[config.mk]
export PLATFORM = sky130hd
export DESIGN_NAME = park_channel_scheduler
export DESIGN_NICKNAME = d
export VERILOG_FILES = /design/src/rtl/park_channel_scheduler.sv
export SDC_FILE = /design/constraint.sdc
export NUM_CORES = 1
export LEC_CHECK = 0
export CAP_MARGIN = 25
export CORE_AREA = 2 2 135 137
export DETAILED_ROUTE_END_ITERATION = 16
export DIE_AREA = 0 0 137 139
export DONT_BUFFER_PORTS = 1
export PLACE_DENSITY = 0.47
export REMOVE_ABC_BUFFERS = 1
export SLEW_MARGIN = 5
export SYNTH_ARGS = -nofsm -noshare
export SYNTH_HDL_FRONTEND = slang
export SYNTH_SLANG_ARGS = --single-unit
[constraint.sdc]
create_clock -name clock -period 4.45 [get_ports clock]
set_input_delay 0.89 -clock clock [delete_from_list [all_inputs] [get_ports clock]]
set_output_delay 0.89 -clock clock [all_outputs]
set_load 0.005 [all_outputs]
[src/rtl/park_channel_scheduler.sv]
// park_channel_scheduler
//   Shares one fixed-latency Park-transform datapath among N_CHANNELS requesters.
//   A round-robin arbiter grants at most one request per cycle. A tag pipeline
//   carries {valid, channel} beside each sample so that every d/q result comes
//   back labelled with its channel. flush blocks new grants and lets the
//   in-flight samples drain.
//
// Ports
//   clock, reset                 single clock, synchronous active-high reset
//   req_valid / req_ready        per-channel handshake, req_ready is a one-hot grant
//   req_theta/alpha/beta         packed per-channel samples (16/18/18 bits each)
//   flush                        level; blocks grants, drains the datapath
//   park_valid/theta/alpha/beta  registered issue to the shared datapath
//   park_d, park_q               datapath results, PARK_LATENCY after park_valid
//   out_valid/channel/d/q        registered, channel-labelled results
//   busy                         samples in flight
//   state                        0 IDLE, 1 ACTIVE, 2 FLUSH
//
// state  | meaning
// IDLE   | nothing in flight, waiting for the first handshake
// ACTIVE | issuing and/or draining samples
// FLUSH  | grants blocked until flush drops and the datapath is empty
module park_channel_scheduler #(
   parameter int N_CHANNELS   = 4,
   parameter int PARK_LATENCY = 3,
   parameter int CH_W         = $clog2(N_CHANNELS)
) (
   input  logic                     clock,
   input  logic                     reset,
   input  logic [N_CHANNELS-1:0]    req_valid,
   output logic [N_CHANNELS-1:0]    req_ready,
   input  logic [16*N_CHANNELS-1:0] req_theta,
   input  logic [18*N_CHANNELS-1:0] req_alpha,
   input  logic [18*N_CHANNELS-1:0] req_beta,
   input  logic                     flush,
   output logic                     park_valid,
   output logic [15:0]              park_theta,
   output logic [17:0]              park_alpha,
   output logic [17:0]              park_beta,
   input  logic [17:0]              park_d,
   input  logic [17:0]              park_q,
   output logic                     out_valid,
   output logic [CH_W-1:0]          out_channel,
   output logic [17:0]              out_d,
   output logic [17:0]              out_q,
   output logic                     busy,
   output logic [1:0]               state
);

   localparam int IF_W = $clog2(PARK_LATENCY + 3);

   localparam logic [1:0] ST_IDLE   = 2'd0;
   localparam logic [1:0] ST_ACTIVE = 2'd1;
   localparam logic [1:0] ST_FLUSH  = 2'd2;

   logic [CH_W-1:0] rr_ptr;
   logic [CH_W-1:0] grant;
   logic            grant_found;
   logic            block;
   logic            handshake;
   int              idx;
   logic [CH_W-1:0] park_ch;
   logic            tag_v  [PARK_LATENCY];
   logic [CH_W-1:0] tag_ch [PARK_LATENCY];
   logic [IF_W-1:0] in_flight;

   // Scan rr_ptr, rr_ptr+1, ... modulo N; first requester wins.
   always_comb begin
      grant       = '0;
      grant_found = 1'b0;
      idx         = 0;
      for (int i = 0; i < N_CHANNELS; i++) begin
         idx = int'(rr_ptr) + i;
         if (idx >= N_CHANNELS) idx = idx - N_CHANNELS;
         if (!grant_found && req_valid[idx]) begin
            grant_found = 1'b1;
            grant       = CH_W'(idx);
         end
      end
   end

   // The flush input itself blocks grants too, so a request arriving in the
   // same cycle that flush rises keeps waiting.
   assign block     = flush || (state == ST_FLUSH);
   assign handshake = grant_found && !block;
   assign busy      = (in_flight != '0);

   always_comb begin
      req_ready = '0;
      if (handshake) req_ready[grant] = 1'b1;
   end

   always_ff @(posedge clock) begin
      if (reset) begin
         rr_ptr      <= '0;
         park_valid  <= 1'b0;
         park_theta  <= '0;
         park_alpha  <= '0;
         park_beta   <= '0;
         park_ch     <= '0;
         out_valid   <= 1'b0;
         out_channel <= '0;
         out_d       <= '0;
         out_q       <= '0;
         in_flight   <= '0;
         state       <= ST_IDLE;
         for (int i = 0; i < PARK_LATENCY; i++) begin
            tag_v[i]  <= 1'b0;
            tag_ch[i] <= '0;
         end
      end else begin
         park_valid <= handshake;
         if (handshake) begin
            park_theta <= req_theta[16*grant +: 16];
            park_alpha <= req_alpha[18*grant +: 18];
            park_beta  <= req_beta[18*grant +: 18];
            park_ch    <= grant;
            rr_ptr     <= (grant == CH_W'(N_CHANNELS - 1)) ? '0 : grant + 1'b1;
         end

         // Stage 0 is loaded from the issue register, so the last stage lines
         // up with park_d/park_q PARK_LATENCY cycles after park_valid.
         tag_v[0]  <= park_valid;
         tag_ch[0] <= park_ch;
         for (int i = 1; i < PARK_LATENCY; i++) begin
            tag_v[i]  <= tag_v[i-1];
            tag_ch[i] <= tag_ch[i-1];
         end

         out_valid   <= tag_v[PARK_LATENCY-1];
         out_channel <= tag_ch[PARK_LATENCY-1];
         out_d       <= park_d;
         out_q       <= park_q;

         case ({handshake, out_valid})
            2'b10:   in_flight <= in_flight + 1'b1;
            2'b01:   in_flight <= in_flight - 1'b1;
            default: in_flight <= in_flight;
         endcase

         case (state)
            ST_IDLE: begin
               if (flush)          state <= ST_FLUSH;
               else if (handshake) state <= ST_ACTIVE;
            end
            ST_ACTIVE: begin
               if (flush)                                state <= ST_FLUSH;
               else if (in_flight == '0 && !handshake) state <= ST_IDLE;
            end
            ST_FLUSH: begin
               if (!flush && in_flight == '0) state <= ST_IDLE;
            end
            default: state <= ST_IDLE;
         endcase
      end
   end

endmodule

==> qor.txt, run 1 <==
Compound-Gate Fraction of Synth Area: 24.2%
I/O pin total: 350
Multi-input gate area: 2960 sq um
post-synthesis xor/xnor area fraction: 0.323%
Crit Path Class: in2out
maxcap violations: 0
setup bufs post-CTS: 0
final WL: 16.6 mm
Peak VDD IR: 0.165 mV
RSZ-0062 raised after global routing: no
Critical Path Fanout Max: 11
total chip power: 2.34 mW
status: complete, no violations
Final ANT Viol Nets: 0
Reg-to-Reg Start: rr_ptr[1]
Clock Pin Slew Worst Setup and Hold Paths: 0.07 ns
placed cell area: 5560 sq um
hold_buf cts: 0
H-tree depth: 3
gr usage total: 16.7%
# DRC: 0
mapped cell area: 5430 sq um
CTS Root Cell: clkbuf_16
register bit total from synthesis: 110
Port Buf Inserts: 0
Critical Path End Type: primary output
slowest CP cell: nor3_4
Async S/R FF share, synth: 0%
final period utilization: 70.1%
pwr/cell area: 400 nW/um^2
Avg Inst Size Synth: 9.38 sq um
largest net degree at the start of global routing: 59
CTS resizes: 0
HP Start: tag_ch[1][1]
die width: 137 um
Cells after Synth: 579
leakage: 2.16 nW
vias: 4330
Post-Synth Simple-Gate Area: 17.7%
Initial Util: 30.8%
clock skew: 0.0120 ns
worst-margin pin slew: 0.987 ns
Clk Latency, worst-skew pair: 0.36 ns
Final Slew Violations: 0
Post-layout nets: 808
total of warnings raised by yosys: 0
clock buffer depth: 2
Final HPWL DP: 12.0 mm
minimum clock period: 3.12 ns
post-synthesis mux area share: 10.3%
Reg area: 2200 sq um
Die Span Y: 139 um
WL/cell: 21.1 um
Distinct cells, synth: 42
CTS tree: done
vias per cell: 5.51
initial antenna violation count: 1
Min-Delay Path Class: reg2reg
endpoints failing setup: 0
RePlAce Congestion: 0.805
EDFF count, synth: 0
worst setup path startpoint: req_valid[2]
growth of design area from synthesis to finish: 7.65%
CTS Buf Count: 9
core footprint: 17700 sq um
final hold violations: 0
dominant synthesized flop cell: dfxtp_1
final std cell area, no fill: 5850 sq um
Peak Freq: 321 MHz
first-pass GRT wire length: 24.5 mm
number of fill cells in the layout: 1835
vias in the first global route: 4303
largest family of logic cells by synthesized area: compound AO/OA/AOI/OAI gates
sequential share of the synthesized area: 40.5%
grt ovf: 0
layout cell share with drive strength beyond 1: 13.5%
first-pass iteration count of the detailed router: 4
cells along the critical path: mux2i_1 -> nor2_2 -> nor3_4 -> inv_1 -> ha_1 -> and2_1
WP data required: 3.56 ns
crit-path max cell delay: 0.51 ns
CP Launch Type: input port
Max-Slew Margin vs Limit: 34.2%
Iteration-0 DRC Markers: 146
number of placement rows: 49
clock sink count: 110
total die area: 19000 sq um
crit path DAT: 2.23 ns
synthesized-area fraction occupied by adder cells: 1.52%
cell type report:
cell class	count	share of cell area [%]
Multi-Input combinational cell	413	50.6
Sequential cell	110	37.7
Tap cell	229	4.90
Clock buffer	10	3.92
Timing Repair Buffer	10	1.50
Clock inverter	6	0.942
Inverter	7	0.449
Antenna cell	1	0.0428
cells by family after synthesis:
kind of cell / after synthesis
DFF: 110
muxes: 55
and+or+nand+nor: 180
AOI/OAI and AO/OA: 170
adders and majority gates: 6
xor gates and xnor gates: 2
buffers and inverters: 56
power breakdown:
part           internal [mW]  switching, mW
logic                  0.169          0.255
registers               1.07         0.0684
clock network          0.392          0.388
registers in the layout (all words and copies together) (netlist names):
name         cells
out_d           18
out_q           18
park_alpha      18
park_beta       18
park_theta      16
tag_ch           6
in_flight        3
tag_v            3
out_channel      2
park_ch          2
rr_ptr           2
state            2
out_valid        1
park_valid       1
cell usage in the layout, fill, tap and decap left out, types with 2 or more instances in the layout:
| cell | Yosys | final |
|---|---|---|
| nor2_1 | 6 | 6 |
| xor2_1 | 2 | 2 |
| clkinv_2 | 0 | 2 |
| mux2i_1 | 50 | 50 |
| inv_1 | 5 | 5 |
| nand2_1 | 50 | 50 |
| nand4_1 | 6 | 6 |
| nor2b_1 | 50 | 50 |
| a211oi_1 | 2 | 2 |
| o21ai_0 | 48 | 48 |
| a221o_1 | 5 | 5 |
| o211ai_1 | 17 | 17 |
| nand3_1 | 48 | 48 |
| and2_1 | 5 | 5 |
| and2_4 | 2 | 2 |
| inv_6 | 0 | 2 |
| clkbuf_16 | 0 | 9 |
| buf_4 | 4 | 9 |
| dfxtp_1 | 110 | 110 |
| ha_1 | 5 | 5 |
| o31ai_1 | 5 | 5 |
| a21o_1 | 48 | 48 |
| mux2_2 | 5 | 5 |
| inv_2 | 2 | 2 |
| or3_1 | 2 | 2 |
| a21oi_1 | 8 | 8 |
| o211ai_2 | 31 | 30 |
| nand2b_1 | 4 | 3 |
stage by stage:
step / hold WS (ns) / cells / TNS, ns / setup slack (ns) / utilization [%]
after floorplan: 0.414 / 530 / -5.80 / -0.823 / -
after global routing: 0.456 / 786 / 0 / 1.16 / 33.1
after CTS: 0.445 / 785 / 0 / 1.31 / 33.1
after global placement: 0.417 / 769 / 0 / 1.33 / 31.5
final: 0.440 / 786 / 0 / 1.33 / 33.1
after detailed placement: 0.427 / 769 / 0 / 1.33 / 31.5
synth_stat cells, types with 3 or more instances:
cell type	instances	area [sq um]
o211ai_1	17	128
o21ai_0	48	240
clkbuf_1	32	120
a21oi_1	8	40.0
nor2_1	6	22.5
o31ai_1	5	37.5
nand3_1	48	240
a21o_1	48	360
and2_1	5	31.3
o211ai_2	31	388
mux2i_1	50	500
nand2_1	50	188
mux2_2	5	56.3
nand2b_1	4	25.0
dfxtp_1	110	2200
ha_1	5	62.6
nor2b_1	50	313
buf_2	8	40.0
inv_1	5	18.8
a221o_1	5	50.1
buf_4	4	30.0
nand4_1	6	37.5
buf_12	3	60.1
routing by layer:
layer	share of wire, %	up-vias	track usage [%]	wire [um]
met5	0	-	0	0
met4	2.3	0	6.51	382
met3	9.5	25	4.93	1580
met2	51	257	30.0	8390
met1	37	2039	18.2	6210
li1	-	2009	-	-
critical path: cells and delay by family:
family	cells	cell delay, ns
simple gates	3	0.78
fa+ha+maj	1	0.22
mux	1	0.20
buf+inv	1	0.13
path summary, 6_finish.rpt:
path	cells past startpoint	slack, ns	end
worst min-delay path	1	0.44	tag_ch[2][1]
worst max register to register	6	1.71	park_theta[2]
worst min register to register	1	0.44	tag_ch[2][1]
worst max-delay path	6	1.33	req_ready[0]
No activity file was read; power rests on OpenSTA's default activity.
==> run 2: changes to the inputs <==
--- a/config.mk
+++ b/config.mk
@@ -6,11 +6,11 @@
 export NUM_CORES = 1
 export LEC_CHECK = 0
 export CAP_MARGIN = 25
-export CORE_AREA = 2 2 135 137
+export CORE_AREA = 2 2 136 138
 export DETAILED_ROUTE_END_ITERATION = 16
-export DIE_AREA = 0 0 137 139
+export DIE_AREA = 0 0 138 140
 export DONT_BUFFER_PORTS = 1
-export PLACE_DENSITY = 0.47
+export PLACE_DENSITY = 0.46
 export REMOVE_ABC_BUFFERS = 1
 export SLEW_MARGIN = 5
 export SYNTH_ARGS = -nofsm -noshare
==> constraint.sdc (replaced) <==
create_clock -name clock -period 3.21 [get_ports clock]
set_input_delay 0.642 -clock clock [delete_from_list [all_inputs] [get_ports clock]]
set_output_delay 0.642 -clock clock [all_outputs]
set_load 0.005 [all_outputs]
==> qor.txt, run 2 (synthesis gave the netlist of run 1 again) <==
switching share of power: 30.8% (+0.37 points)
Final ANT Viol Nets: 0 (unchanged)
power share of the clock group: 33.9% (+0.6 points)
clock buffer depth: 2 (unchanged)
worst-margin pin slew: 0.600 ns (-0.387 ns)
number of placement rows: 49 (unchanged)
Clk Latency, worst-skew pair: 0.35 ns (about the same)
Port Buf Inserts: 0 (unchanged)
CTS resizes: 0 (unchanged)
Die Span Y: 140 um (+0.72%)
Reg power frac: 47.9% (-0.6 points)
Int Power: 2.27 mW (+40%)
Peak VDD IR: 0.233 mV (+41%)
CTS tree: done
layout cell share with drive strength beyond 1: 14.3% (+0.80 points)
setup bufs post-CTS: 0 (unchanged)
first-pass GRT wire length: 25.0 mm (+2.1%)
Logic pwr share: 18.2% (about the same)
CTS Root Cell: clkbuf_16
worst setup margin: 0.613 ns (-0.719 ns)
final period utilization: 80.9%
vias in the first global route: 4370 (+1.6%)
I/O pin total: 350 (unchanged)
WL/cell: 21.3 um (+1.1%)
Initial Util: 30.5% (-0.21 points)
Crit Path Class: reg2out
Critical Path End Type: primary output
DP Worst Slack: 0.611 ns (-0.715 ns)
largest net degree at the start of global routing: 59 (unchanged)
Final Slew Violations: 0 (unchanged)
minimum clock period: 2.60 ns
Non-Filler Instances: 790 (+0.51%)
Top delay family on crit path: simple AND/OR/NAND/NOR gates
RSZ-0062 raised after global routing: no
total die area: 19300 sq um (+1.5%)
slowest CP cell: dfxtp_1
hold slack: 0.361 ns (-0.0799 ns)
gr usage total: 16.5% (-0.26 points)
crit-path max cell delay: 0.43 ns (-0.08 ns)
RePlAce Congestion: 0.889 (+10%)
maxcap violations: 0 (unchanged)
Min-Delay Path Class: in2reg
crit path DAT: 1.96 ns (-0.27 ns)
initial antenna violation count: 1 (unchanged)
Post-layout nets: 812 (+0.50%)
Iteration-0 DRC Markers: 124 (-15%)
H-tree depth: 3 (unchanged)
CTS Buf Count: 9 (unchanged)
final WL: 16.8 mm (+1.6%)
final setup TNS: 0 ns (unchanged)
die width: 138 um (+0.73%)
CP bufs+invs: 1 (unchanged)
pwr/cell area: 558 nW/um^2 (+39%)
Critical Path Fanout Max: 6 (-5)
vias per cell: 5.49 (-0.39%)
Final HPWL DP: 12.5 mm (+4.2%)
hold_buf cts: 0 (unchanged)
Max-Slew Margin vs Limit: 60.0% (+26 points)
status: complete, no violations
cells along the critical path: mux2i_1 -> nor2_2 -> nor3_4 -> inv_1 -> ha_1 -> and2_1
final hold violations: 0 (unchanged)
Core Util, Final: 33.1% (about the same)
vias: 4335 (+0.12%)
NetSw: 1.01 mW (+42%)
CP Launch Type: flop
most frequent cells in the layout: dfxtp_1, mux2i_1, nor2b_1, nand2_1
core footprint: 17800 sq um (+0.69%)
WP data required: 2.57 ns (-0.99 ns)
DP Cell Count: 773 (+0.52%)
endpoints failing setup: 0 (unchanged)
growth of design area from synthesis to finish: 8.34%
clock skew: 0.0111 ns (-0.000910 ns)
clock sink count: 110 (unchanged)
commonest non-fill, non-tap cell in the layout: dfxtp_1
Peak Freq: 385 MHz
Clock Pin Slew Worst Setup and Hold Paths: 0.08 ns (about the same)
first-pass iteration count of the detailed router: 6 (+2)
# DRC: 0 (unchanged)
grt ovf: 0 (unchanged)
leakage: 2.18 nW (+0.86%)
-- run 2: final timing paths --
check	from	to	slack, ns	cells past startpoint
max	rr_ptr[1]	req_ready[2]	0.61	6
min	reset	in_flight[1]	0.36	1
max reg2reg	state[1]	in_flight[2]	1.00	9
min reg2reg	tag_ch[0][0]	tag_ch[1][0]	0.44	1
-- run 2: cell type report --
type / instances / area, sq um
fill: 1848 / 11900
multi-input combinational: 413 / 2960
sequential: 110 / 2200
tap: 229 / 287
clock buffer: 9 / 225
timing repair buffer: 14 / 105
clock inverter: 7 / 78.8
inverter: 7 / 26.3
antenna: 1 / 2.50
-- run 2: through the flow --
stage | power [mW] | area, sq um
after detailed placement | 2.21 | 5580
after global placement | 2.20 | 5580
after global routing | 3.45 | 5880
final | 3.28 | 5880
after floorplan | 2.01 | 5160
after CTS | 3.35 | 5880
-- run 2: power by group through the flow --
stage | combinational, mW | sequential, mW | clock, mW
6_report | 0.598 | 1.57 | 1.11
5_1_grt | 0.660 | 1.59 | 1.21
4_1_cts | 0.608 | 1.58 | 1.16
3_5_place_dp | 0.606 | 1.61 | 0
3_3_place_gp | 0.591 | 1.61 | 0
2_1_floorplan | 0.440 | 1.57 | 0
-- run 2: layer usage --
| metal | GRT usage [%] | part of all wire (%) |
|---|---|---|
| met1 | 17.5 | 37 |
| met5 | 0 | 0 |
| met4 | 5.85 | 2.4 |
| met3 | 5.54 | 8.4 |
| met2 | 30.4 | 52 |
-- run 2: worst reg2reg max path, cell delays in order, from the launching register on --
cell	delay [ns]
dfxtp_1	0.45
nor2b_1	0.32
nor3_1	0.11
inv_1	0.08
ha_1	0.16
inv_1	0.06
fa_1	0.37
xor2_1	0.16
or3_1	0.31
a21oi_1	0.14
